File: config.mk
export PLATFORM = sky130hd
export DESIGN_NAME = pll_reset_ctrl
export DESIGN_NICKNAME = d
export VERILOG_FILES = /design/src/rtl/pll_reset_ctrl.sv
export SDC_FILE = /design/constraint.sdc
export NUM_CORES = 1
export LEC_CHECK = 0
export ABC_AREA = 0
export BUFFER_PORTS_ARGS = -buffer_cell sky130_fd_sc_hd__buf_2
export CORE_MARGIN = 3
export CORE_UTILIZATION = 25
export DETAILED_ROUTE_END_ITERATION = 12
export GPL_TIMING_DRIVEN = 1
export SLEW_MARGIN = 5
export SYNTH_ARGS = -nofsm -noshare
export SYNTH_HDL_FRONTEND = slang
export SYNTH_SLANG_ARGS = --single-unit
export TNS_END_PERCENT = 20
File: constraint.sdc
create_clock -name clock -period 2.33 [get_ports clock]
set_input_delay 0.466 -clock clock [delete_from_list [all_inputs] [get_ports clock]]
set_output_delay 0.466 -clock clock [all_outputs]
set_load 0.05 [all_outputs]
File: src/rtl/pll_reset_ctrl.sv
// Reset sequencer for the PLL output clock domain: synchronises and qualifies the
// PLL lock flag, releases a synchronously-deasserted system reset and logs lock losses.
module pll_reset_ctrl #(
    parameter int SYNC_STAGES = 2,
    parameter int LOCK_CYCLES = 1024,
    parameter int HOLD_CYCLES = 16
) (
    input  logic       clock,
    input  logic       resetn,
    input  logic       locked,
    input  logic       clear_lost,
    output logic       sys_reset_n,
    output logic       lock_lost,
    output logic [7:0] lock_loss_count,
    output logic [1:0] state
);

    localparam int MAX_CYCLES = (LOCK_CYCLES > HOLD_CYCLES) ? LOCK_CYCLES : HOLD_CYCLES;
    localparam int CNT_W      = $clog2(MAX_CYCLES) + 1;

    // Terminal counts are one less than the cycle counts because the transition
    // happens on the edge that would otherwise complete the final increment.
    localparam logic [CNT_W-1:0] LOCK_LAST = CNT_W'(LOCK_CYCLES - 1);
    localparam logic [CNT_W-1:0] HOLD_LAST = CNT_W'(HOLD_CYCLES - 1);
    localparam logic [CNT_W-1:0] CNT_ONE   = CNT_W'(1);

    typedef enum logic [1:0] {
        ST_WAIT_LOCK = 2'd0,
        ST_HOLD      = 2'd1,
        ST_RUN       = 2'd2
    } state_t;

    logic [SYNC_STAGES-1:0] r_sync;
    logic                   w_locked_s;
    logic                   w_loss_event;
    logic                   w_loss_sat;
    state_t                 r_state;
    logic [CNT_W-1:0]       r_cnt;
    logic                   r_sys_reset_n;
    logic                   r_lock_lost;
    logic [7:0]             r_loss_cnt;

    // Lock flag synchroniser chain; the last stage feeds the FSM.
    always_ff @(posedge clock or negedge resetn) begin
        if (!resetn) begin
            r_sync <= '0;
        end else begin
            r_sync <= {r_sync[SYNC_STAGES-2:0], locked};
        end
    end

    assign w_locked_s   = r_sync[SYNC_STAGES-1];
    assign w_loss_event = (r_state == ST_RUN) && !w_locked_s;
    assign w_loss_sat   = (r_loss_cnt == 8'hFF);

    // Qualification FSM with the system reset registered alongside the state.
    always_ff @(posedge clock or negedge resetn) begin
        if (!resetn) begin
            r_state       <= ST_WAIT_LOCK;
            r_cnt         <= '0;
            r_sys_reset_n <= 1'b0;
        end else begin
            case (r_state)
                ST_WAIT_LOCK: begin
                    r_sys_reset_n <= 1'b0;
                    if (!w_locked_s) begin
                        r_cnt <= '0;
                    end else if (r_cnt == LOCK_LAST) begin
                        r_state <= ST_HOLD;
                        r_cnt   <= '0;
                    end else begin
                        r_cnt <= r_cnt + CNT_ONE;
                    end
                end
                ST_HOLD: begin
                    if (!w_locked_s) begin
                        r_state       <= ST_WAIT_LOCK;
                        r_cnt         <= '0;
                        r_sys_reset_n <= 1'b0;
                    end else if (r_cnt == HOLD_LAST) begin
                        r_state       <= ST_RUN;
                        r_cnt         <= '0;
                        r_sys_reset_n <= 1'b1;
                    end else begin
                        r_cnt         <= r_cnt + CNT_ONE;
                        r_sys_reset_n <= 1'b0;
                    end
                end
                ST_RUN: begin
                    if (!w_locked_s) begin
                        r_state       <= ST_WAIT_LOCK;
                        r_cnt         <= '0;
                        r_sys_reset_n <= 1'b0;
                    end else begin
                        r_cnt         <= '0;
                        r_sys_reset_n <= 1'b1;
                    end
                end
                default: begin
                    r_state       <= ST_WAIT_LOCK;
                    r_cnt         <= '0;
                    r_sys_reset_n <= 1'b0;
                end
            endcase
        end
    end

    // Lock-loss bookkeeping: a loss on the same edge as a clear keeps the flag set.
    always_ff @(posedge clock or negedge resetn) begin
        if (!resetn) begin
            r_lock_lost <= 1'b0;
            r_loss_cnt  <= 8'd0;
        end else begin
            if (w_loss_event) begin
                r_lock_lost <= 1'b1;
            end else if (clear_lost) begin
                r_lock_lost <= 1'b0;
            end else begin
                r_lock_lost <= r_lock_lost;
            end

            if (w_loss_event && !w_loss_sat) begin
                r_loss_cnt <= r_loss_cnt + 8'd1;
            end else begin
                r_loss_cnt <= r_loss_cnt;
            end
        end
    end

    assign sys_reset_n     = r_sys_reset_n;
    assign lock_lost       = r_lock_lost;
    assign lock_loss_count = r_loss_cnt;
    assign state           = r_state;

endmodule

# Word-level counts from Yosys, hierarchy flattened
# Index checks and enable logic that the tools add are counted.
[op_classes]
n_addsub = 2
multipliers = 0
n_div = 0
n_lt_le_gt_ge = 0
eq_ne = 9
n_shift = 0
mux = 17
bitwise_logic = 0
reduce_logical = 7
[ops]
columns = ["operator", "n"]
rows = [
  ["$mux 11", 4],
  ["$pmux 11 s2", 1],
  ["$add 11x1->11 const B", 1],
  ["$eq 11x10->1 const B", 1],
  ["$eq 11x4->1 const B", 1],
  ["$mux 2", 5],
  ["$add 8x1->8 const B", 1],
  ["$eq 8x8->1 const B", 1],
  ["$ne 2x2->1 const B", 3],
  ["$pmux 2 s3", 1],
  ["$mux 1", 5],
  ["$reduce_and 4->1", 1],
  ["$ne 3x3->1 const B", 1],
  ["$eq 2x1->1 const B", 1],
  ["$eq 2x2->1 const B", 1],
  ["$logic_and 1x1->1", 2],
  ["$logic_not 1->1", 2],
  ["$logic_not 2->1", 1],
  ["$pmux 1 s2", 1],
  ["$reduce_bool 2->1", 1],
]
[totals]
ff_bits = 25
latch_bits = 0
mem_bits_rw = 0
rom_bits = 0
inputBits = 4
output_inout_bits = 12
wordCells = 41
mem_count = 0

# Logic depth before layout (Yosys ltp)
# Gate-level depths: netlist (run 1).
[logic_depth]
ltp_word = 4
depth_mapped = 6
mapped_depth_nobuf = 6

# Least setup slack after synthesis (run 1)
# No wires, ideal clock.
[synth_timing]
path_kind = "register -> register"
start = "reg r_state[0] (netlist: state[0])"
end = "reg r_loss_cnt[1] (netlist: lock_loss_count[1])"
setup_ns = 0.125
t_arrival_ns = 1.698
t_required_ns = 2.205
path_slack_ns = 0.507
stages_incl_launch_ff = 6
path_buffers = 0
period_less_slack_ns = 1.823
path_cell_list = "dfrtp_1 -> inv_1 -> ha_1 -> nand2b_1 -> a41oi_2 -> mux2_2"
[synth_via]
elab_chain_len = 3
[synth_rtl]
columns = ["item", "line_no", "text"]
rows = [
  ["from (decl)", "37", "state_t r_state;"],
  ["from (signal assigned)", "59", "r_state <= ST_WAIT_LOCK;"],
  ["from (signal assigned)", "69", "r_state <= ST_HOLD;"],
  ["from (signal assigned)", "77", "r_state <= ST_WAIT_LOCK;"],
  ["$eq 2x2->1", "53", "assign w_loss_event = (r_state == ST_RUN) && !w_locked_s;"],
  ["$logic_and 1x1->1", "53", ""],
  ["$logic_and 1x1->1", "122", "if (w_loss_event && !w_loss_sat) begin"],
  ["to (signal assigned)", "123", "r_loss_cnt <= r_loss_cnt + 8'd1;"],
  ["to (signal assigned)", "125", "r_loss_cnt <= r_loss_cnt;"],
  ["to (decl)", "41", "logic [7:0] r_loss_cnt;"],
]
# No other way between the ends.
# A chain may end at the register's enable or synchronous reset.

# Worst setup path in the final report (run 1)
# Ends and elaborated chain as after synthesis.

==> results of run 1 <==
==> layout by cell type, fill, tap and decap left out <==
master,count
sky130_fd_sc_hd__xor2_1,3
sky130_fd_sc_hd__nor4_4,1
sky130_fd_sc_hd__ha_1,5
sky130_fd_sc_hd__nand2b_1,2
sky130_fd_sc_hd__a21oi_1,1
sky130_fd_sc_hd__or4b_1,1
sky130_fd_sc_hd__buf_2,15
sky130_fd_sc_hd__nand3_2,1
sky130_fd_sc_hd__nand4_4,1
sky130_fd_sc_hd__nand4_1,4
sky130_fd_sc_hd__o41ai_1,1
sky130_fd_sc_hd__a41oi_2,1
sky130_fd_sc_hd__o21ai_0,2
sky130_fd_sc_hd__and4_1,1
sky130_fd_sc_hd__mux2_2,1
sky130_fd_sc_hd__nor4_1,2
sky130_fd_sc_hd__nand2_1,6
sky130_fd_sc_hd__and3_1,5
sky130_fd_sc_hd__o31a_2,1
sky130_fd_sc_hd__a2bb2oi_2,1
sky130_fd_sc_hd__nor2_1,14
sky130_fd_sc_hd__a21o_1,1
sky130_fd_sc_hd__o211ai_1,1
sky130_fd_sc_hd__dfrtp_1,25
sky130_fd_sc_hd__a31oi_1,1
sky130_fd_sc_hd__inv_6,1
sky130_fd_sc_hd__xnor2_1,12
sky130_fd_sc_hd__inv_1,9
sky130_fd_sc_hd__nor3_1,2
sky130_fd_sc_hd__clkbuf_8,3
sky130_fd_sc_hd__a41oi_1,1
sky130_fd_sc_hd__nand3_1,4
sky130_fd_sc_hd__o22ai_1,1
==> path summary, 6_finish.rpt <==
path / from / end / slack, ns / cells past startpoint
setup reg to reg: state[0]$_DFFE_PN0P_ / lock_loss_count[1]$_DFFE_PN0P_ / 0.54 / 5
hold / removal: resetn / r_cnt[9]$_DFF_PN0_ / 0.16 / 1
setup / recovery: state[0]$_DFFE_PN0P_ / lock_loss_count[1]$_DFFE_PN0P_ / 0.54 / 5
min in group clock: locked / r_sync[0]$_DFF_PN0_ / 0.29 / 1
hold reg to reg: r_sync[0]$_DFF_PN0_ / r_sync[1]$_DFF_PN0_ / 0.36 / 0
max in group asynchronous: resetn / r_cnt[2]$_DFF_PN0_ / 1.81 / 1
==> layout make-up <==
type                       instances  area [um2]  area share (%)
timing repair buffer              15        75.1            5.25
tap                               65        81.3            5.69
clock buffer                       3        41.3            2.89
sequential                        25         626            43.7
inverter                           9        33.8            2.36
multi-input combinational         77         564            39.5
clock inverter                     1        8.76           0.612
==> worst max-delay path: cells and delay by family, from the launching register on <==
family          cells  cell delay [ns]
mux                 1             0.38
flops               1             0.43
compound gates      1             0.39
simple gates        1             0.13
buf+inv             1             0.10
fa+ha+maj           1             0.26
==> kinds of logic after synthesis <==
kind of cell,after synthesis
adders and majority gates,5
xor gates and xnor gates,15
muxes,1
DFF,25
buffers and inverters,10
and+or+nand+nor,44
AOI/OAI and AO/OA,12
==> state kept, by name, summed over array words and instances (netlist names) <==
register,flops
r_cnt,11
lock_lost,1
r_sync,2
state,2
sys_reset_n,1
lock_loss_count,8
==> power breakdown <==
part / internal, mW / total, mW / switching [mW]
Combinational: 0.00778 / 0.0241 / 0.0163
Clock: 0.126 / 0.276 / 0.150
Sequential: 0.439 / 0.446 / 0.00668
Total: 0.573 / 0.746 / 0.173
==> layer usage <==
layer  routed length, um  vias up
met5                   0        -
met1                 956      412
met2                1080       20
met3                 111        5
met4                  37        0
li1                    -      425
==> per-stage QoR <==
step                      setup WS [ns]  instance area, um2  hold WS, ns  cells
after floorplan                   0.507                1230        0.170    112
after global placement            0.616                1380        0.332    191
after detailed placement          0.550                1380        0.337    191
after CTS                         0.540                1430        0.176    195
after global routing              0.414                1430        0.198    195
final                             0.544                1430        0.162    195
==> flow_results.xml, run 1 <==
<?xml version="1.0" encoding="UTF-8"?>
<metrics>
  <group name="placement">
    <metric name="place_congestion" unit="">0.781</metric>
    <metric name="dp_hpwl" unit="um">1610</metric>
    <metric name="port-buffer-count" unit="">15</metric>
  </group>
  <group name="clocking">
    <metric name="clock_tree.root_cell" unit="">sky130_fd_sc_hd__clkbuf_8</metric>
    <metric name="postCtsResizedCells" unit="">0</metric>
    <metric name="clk_transition_reported_paths" unit="ns">0.09</metric>
    <metric name="post-cts-setup-buffer-count" unit="">0</metric>
    <metric name="cts_max_level" unit="">1</metric>
    <metric name="clock-sinks" unit="">25</metric>
    <metric name="clock_latency" unit="ns">0.27</metric>
    <metric name="tritoncts.num_buffers" unit="">3</metric>
    <metric name="ctsLongestPathBuffers" unit="">2</metric>
    <metric name="clock_tree_from_tritoncts" unit="">built</metric>
    <metric name="postCtsHoldBufs" unit="">0</metric>
  </group>
  <group name="critical_path">
    <metric name="crit_chain" unit="">inv_1, ha_1, nand2b_1, a41oi_2, mux2_2</metric>
    <metric name="critPathKind" unit="">register to register</metric>
    <metric name="critical_path_required" unit="ns">2.50</metric>
    <metric name="path_max_fanout" unit="">8</metric>
    <metric name="critPathArrivalTime" unit="ns">1.96</metric>
    <metric name="critical_path.max_stage_delay" unit="ns">0.43</metric>
    <metric name="end_kind" unit="">register</metric>
    <metric name="timing.critical_path.from_type" unit="">register</metric>
    <metric name="crit_path_top_delay_cell" unit="">sky130_fd_sc_hd__dfrtp_1</metric>
  </group>
  <group name="cells_and_area">
    <metric name="fin_nets" unit="">140</metric>
    <metric name="layout-drive-gt1-share" unit="%">20.0</metric>
    <metric name="fillers" unit="">473</metric>
    <metric name="antenna_cells" unit="">0</metric>
    <metric name="final_core_util" unit="%">31.5</metric>
    <metric name="syn_to_final_growth" unit="%">16.4</metric>
  </group>
  <group name="sta">
    <metric name="post-route-period-util" unit="%">76.6</metric>
    <metric name="timing.setup.tns" unit="ns">0</metric>
    <metric name="worst_slew_margin_rel" unit="%">63.8</metric>
    <metric name="max_clock_freq" unit="GHz">0.560</metric>
    <metric name="hold_viol" unit="">0</metric>
    <metric name="worst_clock_skew" unit="ns">0.00205</metric>
    <metric name="timing_max_transition_violations_final" unit="">0</metric>
    <metric name="rsz0062_at_grt" unit="">false</metric>
    <metric name="period_needed" unit="ns">1.79</metric>
    <metric name="worst_slew_pin_slew" unit="ns">0.543</metric>
    <metric name="setup_viol" unit="">0</metric>
  </group>
  <group name="routing">
    <metric name="remaining_drc_errors" unit="">0</metric>
    <metric name="routedWlPerCell" unit="um">11.2</metric>
    <metric name="first_iter_violations" unit="">34</metric>
    <metric name="detailedRoute.firstPassIterationCount" unit="">4</metric>
    <metric name="viasPerCell" unit="">4.42</metric>
    <metric name="vias" unit="">862</metric>
    <metric name="postRouteAntennaNets" unit="">0</metric>
    <metric name="drt_wl_total" unit="um">2180</metric>
  </group>
  <group name="synth">
    <metric name="synthXorXnorAreaFrac" unit="%">10.7</metric>
    <metric name="synth_enable_flop_cells" unit="">0</metric>
    <metric name="yosys_most_used_dff" unit="">sky130_fd_sc_hd__dfrtp_1</metric>
    <metric name="synth-seq-cells" unit="">25</metric>
    <metric name="synth_simple_gate_area_share" unit="%">21.0</metric>
    <metric name="synth_top_area_cell" unit="">sky130_fd_sc_hd__dfrtp_1</metric>
    <metric name="synth_fa_ha_area_share" unit="%">5.09</metric>
    <metric name="ys.warnings.count" unit="">0</metric>
    <metric name="synth_common_cells" unit="">sky130_fd_sc_hd__dfrtp_1, sky130_fd_sc_hd__nor2_1, sky130_fd_sc_hd__xnor2_1</metric>
    <metric name="postSynthAreaPerCell" unit="um2">11.0</metric>
    <metric name="post_synth_num_cell_types" unit="">31</metric>
    <metric name="asyncSetResetFlopFracSynth" unit="%">100</metric>
    <metric name="dominant_combinational_cell_family_by_area_after_synthesis" unit="">simple AND/OR/NAND/NOR gates</metric>
    <metric name="yosys.cell_count.top_type" unit="">sky130_fd_sc_hd__dfrtp_1</metric>
    <metric name="compound_gate_fraction_of_synth_area" unit="%">8.25</metric>
    <metric name="synth_top_area_share" unit="%">50.9</metric>
    <metric name="synth_sequential_area_ratio" unit="%">50.9</metric>
    <metric name="muxShareOfSynthArea" unit="%">0.916</metric>
    <metric name="cell_area_after_synthesis" unit="mm2">0.00123</metric>
    <metric name="synth.net_count" unit="">121</metric>
    <metric name="synth_cells" unit="">112</metric>
    <metric name="largest_cells_by_area_after_synthesis" unit="">sky130_fd_sc_hd__dfrtp_1, sky130_fd_sc_hd__xnor2_1, sky130_fd_sc_hd__ha_1</metric>
  </group>
  <group name="grt">
    <metric name="use_met2" unit="%">14.5</metric>
    <metric name="total_global_routing_track_utilization" unit="%">8.33</metric>
    <metric name="vias_in_the_first_global_route" unit="">877</metric>
    <metric name="pin_count_of_the_biggest_net_entering_global_routing" unit="">26</metric>
    <metric name="globalRouteMet1Util" unit="%">8.96</metric>
    <metric name="grt_most_used_layer" unit="">met2</metric>
    <metric name="overflow" unit="">0</metric>
    <metric name="grt_antenna_before_repair" unit="">0</metric>
    <metric name="global_route.usage.met3" unit="%">3.31</metric>
    <metric name="grt_first_pass_wirelength" unit="um">3950</metric>
  </group>
  <group name="power">
    <metric name="ir_drop" unit="V">0.000228</metric>
    <metric name="totalPowerFinal" unit="mW">0.746</metric>
    <metric name="cellPowerDensity" unit="mW/mm2">522</metric>
    <metric name="p_leak" unit="nW">0.665</metric>
  </group>
  <group name="die">
    <metric name="floorplan.core_area" unit="mm2">0.00453</metric>
    <metric name="dieArea" unit="mm2">0.00579</metric>
    <metric name="ioPinCount" unit="">16</metric>
    <metric name="floorplan.initialDensity" unit="%">27.1</metric>
    <metric name="die_w" unit="um">76.1</metric>
    <metric name="fp.dieH" unit="um">76.1</metric>
    <metric name="core.rowCount" unit="">24</metric>
  </group>
  <group name="hold_path">
    <metric name="holdCritPathClass" unit="">input port to asynchronous set/reset pin</metric>
  </group>
  <group name="run_status">
    <metric name="run_status" unit="">finished clean</metric>
  </group>
  <group name="run">
    <metric name="maxCapViolations" unit="">0</metric>
  </group>
</metrics>
No activity file was read; power rests on OpenSTA's default activity.
==> run 2, diff against run 1 <==
Clock period 2.33 ns to 1.51 ns, I/O delays scaled along.
==> flow_results.xml, run 2 (synthesis results as in run 1) <==
<?xml version="1.0" encoding="UTF-8"?>
<metrics>
  <group name="routing">
    <metric name="remaining_drc_errors" unit="">0</metric>
    <metric name="vias" unit="">1002</metric>
    <metric name="first_iter_violations" unit="">28</metric>
    <metric name="detailedRoute.firstPassIterationCount" unit="">4</metric>
    <metric name="drt_wl_total" unit="um">2790</metric>
    <metric name="viasPerCell" unit="">4.43</metric>
    <metric name="postRouteAntennaNets" unit="">0</metric>
    <metric name="routedWlPerCell" unit="um">12.4</metric>
  </group>
  <group name="cells_and_area">
    <metric name="flip_flop_count_of_the_largest_register_after_layout" unit="">11</metric>
    <metric name="commonest_non_fill_non_tap_cell_in_the_layout" unit="">sky130_fd_sc_hd__buf_4</metric>
    <metric name="final_core_util" unit="%">39.3</metric>
    <metric name="antenna_cells" unit="">0</metric>
    <metric name="largest_register" unit="">r_cnt</metric>
    <metric name="syn_to_final_growth" unit="%">44.9</metric>
    <metric name="layout-drive-gt1-share" unit="%">47.2</metric>
    <metric name="mostFrequentLayoutCells" unit="">sky130_fd_sc_hd__buf_4, sky130_fd_sc_hd__dfrtp_1, sky130_fd_sc_hd__buf_2, sky130_fd_sc_hd__nor2_1, sky130_fd_sc_hd__xnor2_1</metric>
    <metric name="fillers" unit="">441</metric>
    <metric name="fin_nets" unit="">171</metric>
  </group>
  <group name="critical_path">
    <metric name="critical_path.max_stage_delay" unit="ns">0.50</metric>
    <metric name="crit-reg2reg-capture" unit="">state[0]$_DFFE_PN0P_</metric>
    <metric name="end_kind" unit="">register</metric>
    <metric name="r2r_start" unit="">r_cnt[9]$_DFF_PN0_</metric>
    <metric name="critPathKind" unit="">register to register</metric>
    <metric name="crit_path_top_delay_cell" unit="">sky130_fd_sc_hd__or4b_1</metric>
    <metric name="critPathArrivalTime" unit="ns">1.79</metric>
    <metric name="timing.critical_path.from_type" unit="">register</metric>
    <metric name="reg2reg_depth" unit="">4</metric>
    <metric name="critical_path_required" unit="ns">1.71</metric>
    <metric name="r2r_slack" unit="ns">-0.08</metric>
    <metric name="crit_chain" unit="">nor4_4, a31oi_4, or4b_1, nand3_1</metric>
    <metric name="path_max_fanout" unit="">4</metric>
  </group>
  <group name="die">
    <metric name="core.rowCount" unit="">24</metric>
    <metric name="ioPinCount" unit="">16</metric>
    <metric name="fp.dieH" unit="um">76.1</metric>
    <metric name="floorplan.core_area" unit="mm2">0.00453</metric>
    <metric name="dieArea" unit="mm2">0.00579</metric>
    <metric name="floorplan.initialDensity" unit="%">27.1</metric>
    <metric name="die_w" unit="um">76.1</metric>
  </group>
  <group name="clocking">
    <metric name="clock-sinks" unit="">25</metric>
    <metric name="ctsLongestPathBuffers" unit="">2</metric>
    <metric name="clock_latency" unit="ns">0.26</metric>
    <metric name="clock_tree_from_tritoncts" unit="">built</metric>
    <metric name="clock_tree.root_cell" unit="">sky130_fd_sc_hd__clkbuf_8</metric>
    <metric name="tritoncts.num_buffers" unit="">3</metric>
    <metric name="clk_transition_reported_paths" unit="ns">0.09</metric>
    <metric name="cts_max_level" unit="">1</metric>
  </group>
  <group name="run">
    <metric name="maxCapViolations" unit="">0</metric>
  </group>
  <group name="placement">
    <metric name="place_congestion" unit="">0.855</metric>
    <metric name="pre_cts_ws" unit="ns">-0.0711</metric>
    <metric name="dp_hpwl" unit="um">1980</metric>
    <metric name="port-buffer-count" unit="">15</metric>
  </group>
  <group name="sta">
    <metric name="setup_viol" unit="">10</metric>
    <metric name="period_needed" unit="ns">1.59</metric>
    <metric name="worst_clock_skew" unit="ns">0.00664</metric>
    <metric name="hold_viol" unit="">0</metric>
    <metric name="timing.final.ws_setup" unit="ns">-0.0792</metric>
    <metric name="rsz0062_at_grt" unit="">true</metric>
    <metric name="post-route-period-util" unit="%">105</metric>
    <metric name="timing_max_transition_violations_final" unit="">0</metric>
    <metric name="worst_slew_pin_slew" unit="ns">0.550</metric>
    <metric name="timing.setup.tns" unit="ns">-0.352</metric>
    <metric name="max_clock_freq" unit="GHz">0.629</metric>
    <metric name="worst_slew_margin_rel" unit="%">63.3</metric>
  </group>
  <group name="run_status">
    <metric name="violated_checks" unit="">negative setup slack</metric>
    <metric name="run_status" unit="">finished, violations left</metric>
  </group>
  <group name="power">
    <metric name="totalPowerFinal" unit="mW">1.14</metric>
    <metric name="p_leak" unit="nW">0.841</metric>
    <metric name="cellPowerDensity" unit="mW/mm2">640</metric>
    <metric name="ir_drop" unit="V">0.000248</metric>
  </group>
  <group name="grt">
    <metric name="grt_antenna_before_repair" unit="">0</metric>
    <metric name="total_global_routing_track_utilization" unit="%">9.85</metric>
    <metric name="grt_first_pass_wirelength" unit="um">4730</metric>
    <metric name="pin_count_of_the_biggest_net_entering_global_routing" unit="">26</metric>
    <metric name="overflow" unit="">0</metric>
    <metric name="vias_in_the_first_global_route" unit="">1050</metric>
  </group>
  <group name="hold_path">
    <metric name="holdCritPathClass" unit="">input port to asynchronous set/reset pin</metric>
  </group>
</metrics>
==> run 2: worst max-delay path by stage <==
stage,start,endpoint,slack [ns],depth (start not counted)
after floorplan,state[0]$_DFFE_PN0P_,lock_loss_count[1]$_DFFE_PN0P_,-0.06,5
after global placement,r_cnt[0]$_DFF_PN0_,state[0]$_DFFE_PN0P_,-0.02,5
after global routing,r_cnt[10]$_DFF_PN0_,state[0]$_DFFE_PN0P_,-0.14,4
final,r_cnt[9]$_DFF_PN0_,state[0]$_DFFE_PN0P_,-0.08,4
after detailed placement,r_cnt[6]$_DFF_PN0_,state[0]$_DFFE_PN0P_,-0.07,4
after CTS,r_cnt[1]$_DFF_PN0_,state[0]$_DFFE_PN0P_,-0.03,5
==> run 2: cell type report <==
class,count,area (um2),share of cell area [%]
multi-input combinational,77,669,37.6
sequential,25,636,35.7
timing repair buffer,46,315,17.7
clock buffer,4,45.0,2.53
inverter,9,33.8,1.90
tap,65,81.3,4.57
==> run 2: metrics by stage <==
stage,std cells,cell area [um2],hold WS (ns)
floorplan,112,1280,0.00641
global placement,217,1630,0.317
detailed placement,217,1630,0.328
CTS,225,1770,0.0316
global route,226,1780,0.0564
finish,226,1780,0.0120
==> run 2: critical path: cells and delay by family (launching register included) <==
family          cells  cell delay, ns
simple gates        3            0.91
flops               1            0.47
compound gates      1            0.14
==> run 2: where the power goes <==
part	switching (mW)	internal (mW)	total, mW
Clock	0.199	0.188	0.388
Combinational	0.0346	0.0304	0.0650
Sequential	0.00966	0.678	0.687
==> run 2: per-layer routing <==
| layer | wire [um] | vias up | global-route usage, % |
|---|---|---|---|
| met1 | 1250 | 488 | 11.5 |
| met3 | 131 | 6 | 2.84 |
| li1 | - | 488 | - |
| met4 | 49 | 0 | 3.26 |
| met5 | 0 | - | 0 |
| met2 | 1370 | 20 | 17.3 |
==> run 2: repair_timing <==
item / CTS / global route
gates resized for setup: 11 / 0
buffers inserted: 4 / 1
pin swaps: 9 / 4
hold buffers: 0 / 0
hold endpoints to repair: 0 / 0
endpoints found under the setup margin: 13 / 18
==> run 3, diff against run 2 <==
Settings changed: PLACE_DENSITY_LB_ADDON set to 0.1.
==> flow_results.xml, run 3 (synthesis results as in run 1) <==
<?xml version="1.0" encoding="UTF-8"?>
<metrics>
  <group name="sta">
    <metric name="period_needed" unit="ns">1.58</metric>
    <metric name="timing.final.ws_setup" unit="ns">-0.0660</metric>
    <metric name="timing_max_transition_violations_final" unit="">0</metric>
    <metric name="worst_clock_skew" unit="ns">0.00319</metric>
    <metric name="fin_worst_hold_slack" unit="ns">0.0179</metric>
    <metric name="setup_viol" unit="">1</metric>
    <metric name="worst_slew_pin_slew" unit="ns">0.570</metric>
    <metric name="post-route-period-util" unit="%">104</metric>
    <metric name="max_clock_freq" unit="GHz">0.635</metric>
    <metric name="hold_viol" unit="">0</metric>
    <metric name="rsz0062_at_grt" unit="">true</metric>
    <metric name="worst_slew_margin_rel" unit="%">62.0</metric>
  </group>
  <group name="cells_and_area">
    <metric name="antenna_cells" unit="">0</metric>
    <metric name="final_cells" unit="">222</metric>
    <metric name="flip_flop_count_of_the_largest_register_after_layout" unit="">11</metric>
    <metric name="fin_nets" unit="">167</metric>
    <metric name="mostFrequentLayoutCells" unit="">sky130_fd_sc_hd__buf_4, sky130_fd_sc_hd__dfrtp_1, sky130_fd_sc_hd__buf_2, sky130_fd_sc_hd__nor2_1, sky130_fd_sc_hd__xnor2_1</metric>
    <metric name="layout-drive-gt1-share" unit="%">47.1</metric>
    <metric name="syn_to_final_growth" unit="%">42.3</metric>
    <metric name="largest_register" unit="">r_cnt</metric>
    <metric name="fillers" unit="">463</metric>
    <metric name="commonest_non_fill_non_tap_cell_in_the_layout" unit="">sky130_fd_sc_hd__buf_4</metric>
  </group>
  <group name="grt">
    <metric name="grt_antenna_before_repair" unit="">0</metric>
    <metric name="pin_count_of_the_biggest_net_entering_global_routing" unit="">26</metric>
    <metric name="total_global_routing_track_utilization" unit="%">9.93</metric>
    <metric name="vias_in_the_first_global_route" unit="">983</metric>
    <metric name="overflow" unit="">0</metric>
    <metric name="grt_first_pass_wirelength" unit="um">4710</metric>
  </group>
  <group name="clocking">
    <metric name="clock_tree.root_cell" unit="">sky130_fd_sc_hd__clkbuf_8</metric>
    <metric name="clock-sinks" unit="">25</metric>
    <metric name="clock_latency" unit="ns">0.26</metric>
    <metric name="clock_tree_from_tritoncts" unit="">built</metric>
    <metric name="ctsLongestPathBuffers" unit="">2</metric>
    <metric name="tritoncts.num_buffers" unit="">3</metric>
    <metric name="cts_max_level" unit="">1</metric>
    <metric name="clk_transition_reported_paths" unit="ns">0.09</metric>
  </group>
  <group name="placement">
    <metric name="place_congestion" unit="">0.795</metric>
    <metric name="dp_hpwl" unit="um">2070</metric>
    <metric name="port-buffer-count" unit="">15</metric>
    <metric name="dp.cells" unit="">217</metric>
  </group>
  <group name="run_status">
    <metric name="run_status" unit="">finished, violations left</metric>
    <metric name="violated_checks" unit="">negative setup slack</metric>
  </group>
  <group name="critical_path">
    <metric name="path_delay_family" unit="">simple AND/OR/NAND/NOR gates</metric>
    <metric name="reg2reg_depth" unit="">5</metric>
    <metric name="timing.critical_path.from_type" unit="">register</metric>
    <metric name="critPathKind" unit="">register to register</metric>
    <metric name="r2r_slack" unit="ns">-0.07</metric>
    <metric name="critical_path.max_stage_delay" unit="ns">0.46</metric>
    <metric name="crit_path_top_delay_cell" unit="">sky130_fd_sc_hd__or4b_1</metric>
    <metric name="r2r_start" unit="">r_cnt[0]$_DFF_PN0_</metric>
    <metric name="end_kind" unit="">register</metric>
    <metric name="critPathArrivalTime" unit="ns">1.78</metric>
    <metric name="path_max_fanout" unit="">3</metric>
    <metric name="path_depth" unit="">5</metric>
    <metric name="timing.critical_path.buf_inv" unit="">0</metric>
    <metric name="startpoint" unit="">r_cnt[0]$_DFF_PN0_</metric>
    <metric name="critical_path_required" unit="ns">1.71</metric>
    <metric name="crit_chain" unit="">ha_4, nand4_4, nor4_4, or4b_1, nand3_1</metric>
  </group>
  <group name="die">
    <metric name="floorplan.initialDensity" unit="%">27.1</metric>
    <metric name="floorplan.core_area" unit="mm2">0.00453</metric>
    <metric name="dieArea" unit="mm2">0.00579</metric>
    <metric name="core.rowCount" unit="">24</metric>
    <metric name="fp.dieH" unit="um">76.1</metric>
    <metric name="ioPinCount" unit="">16</metric>
    <metric name="die_w" unit="um">76.1</metric>
  </group>
  <group name="hold_path">
    <metric name="holdCritPathClass" unit="">input port to asynchronous set/reset pin</metric>
  </group>
  <group name="routing">
    <metric name="postRouteAntennaNets" unit="">0</metric>
    <metric name="remaining_drc_errors" unit="">0</metric>
    <metric name="vias" unit="">977</metric>
    <metric name="viasPerCell" unit="">4.40</metric>
    <metric name="routedWlPerCell" unit="um">12.5</metric>
    <metric name="first_iter_violations" unit="">17</metric>
    <metric name="detailedRoute.firstPassIterationCount" unit="">4</metric>
    <metric name="drt_wl_total" unit="um">2780</metric>
  </group>
  <group name="power">
    <metric name="power.clock.fraction" unit="%">34.7</metric>
    <metric name="totalPowerFinal" unit="mW">1.15</metric>
    <metric name="cellPowerDensity" unit="mW/mm2">659</metric>
    <metric name="p_leak" unit="nW">0.807</metric>
    <metric name="internal_power_contribution" unit="mW">0.896</metric>
    <metric name="p_comb_share" unit="%">5.6</metric>
    <metric name="ir_drop" unit="V">0.000337</metric>
    <metric name="seqPwrFrac" unit="%">59.6</metric>
    <metric name="p_switching" unit="mW">0.256</metric>
    <metric name="power_switching_share" unit="%">22.2</metric>
  </group>
  <group name="run">
    <metric name="maxCapViolations" unit="">0</metric>
  </group>
</metrics>
run 3: cell count changes in the layout (fill, tap and decap cells not counted):
cell / before / now
sky130_fd_sc_hd__buf_4: 29 / 25
sky130_fd_sc_hd__a31oi_2: 0 / 1
sky130_fd_sc_hd__a31oi_4: 1 / 0
sky130_fd_sc_hd__and3_1: 4 / 3
sky130_fd_sc_hd__and3_4: 1 / 2
sky130_fd_sc_hd__nand2_2: 0 / 1
sky130_fd_sc_hd__nand2_4: 1 / 0
sky130_fd_sc_hd__nor4_1: 1 / 0
sky130_fd_sc_hd__nor4_2: 0 / 1
run 3: worst reg2reg max path: cells and delay by family, from the launching register on:
kind / cells / cell delay (ns)
and+or+nand+nor: 4 / 0.92
DFF: 1 / 0.41
adders and majority gates: 1 / 0.18
run 3: per-layer routing:
| metal | vias up | track usage (%) | routed length, um |
|---|---|---|---|
| li1 | 481 | - | - |
| met5 | - | 0 | 0 |
| met2 | 11 | 17.8 | 1410 |
| met4 | 0 | 2.72 | 30 |
| met3 | 4 | 2.48 | 79 |
| met1 | 481 | 11.7 | 1250 |
run 3: area by class of cell:
cell class	instances	area, um2	area share [%]
timing repair buffer	42	285	16.3
multi-input combinational	77	667	38.2
sequential	25	636	36.4
tap	65	81.3	4.65
inverter	9	33.8	1.93
clock buffer	4	45.0	2.58
run 3: power groups by stage:
stage,logic (mW),registers (mW),clock network [mW]
final,0.0649,0.687,0.400
after global routing,0.0741,0.688,0.457
after CTS,0.0627,0.685,0.422
after detailed placement,0.0621,0.698,0
after global placement,0.0616,0.698,0
after floorplan,0.0230,0.698,0
run 3: path summary, 6_finish.rpt:
kind,to
max reg2reg,state[0]$_DFFE_PN0P_
max in group asynchronous,lock_loss_count[3]$_DFFE_PN0P_
min reg2reg,r_sync[1]$_DFF_PN0_
min in group clock,r_sync[0]$_DFF_PN0_
min,r_sync[1]$_DFF_PN0_
max,state[0]$_DFFE_PN0P_
run 3: per-stage QoR:
step           worst slack [ns]  utilization (%)  TNS (ns)  cell area, um2
6_report                -0.0660             38.5   -0.0660            1750
4_1_cts                 -0.0715             37.5    -0.550            1700
3_5_place_dp            -0.0676             36.0    -0.363            1630
2_1_floorplan           -0.0594                -    -0.266            1280
3_3_place_gp            -0.0397             36.0   -0.0970            1630
5_1_grt                  -0.157             38.5    -0.552            1750
run 3: repair_timing:
item                       4_1_cts  5_1_grt
hold buffers                     0        0
resized for setup                3        8
buffers inserted                 1        0
pin swaps                        2        6
setup endpoints to repair       14       20
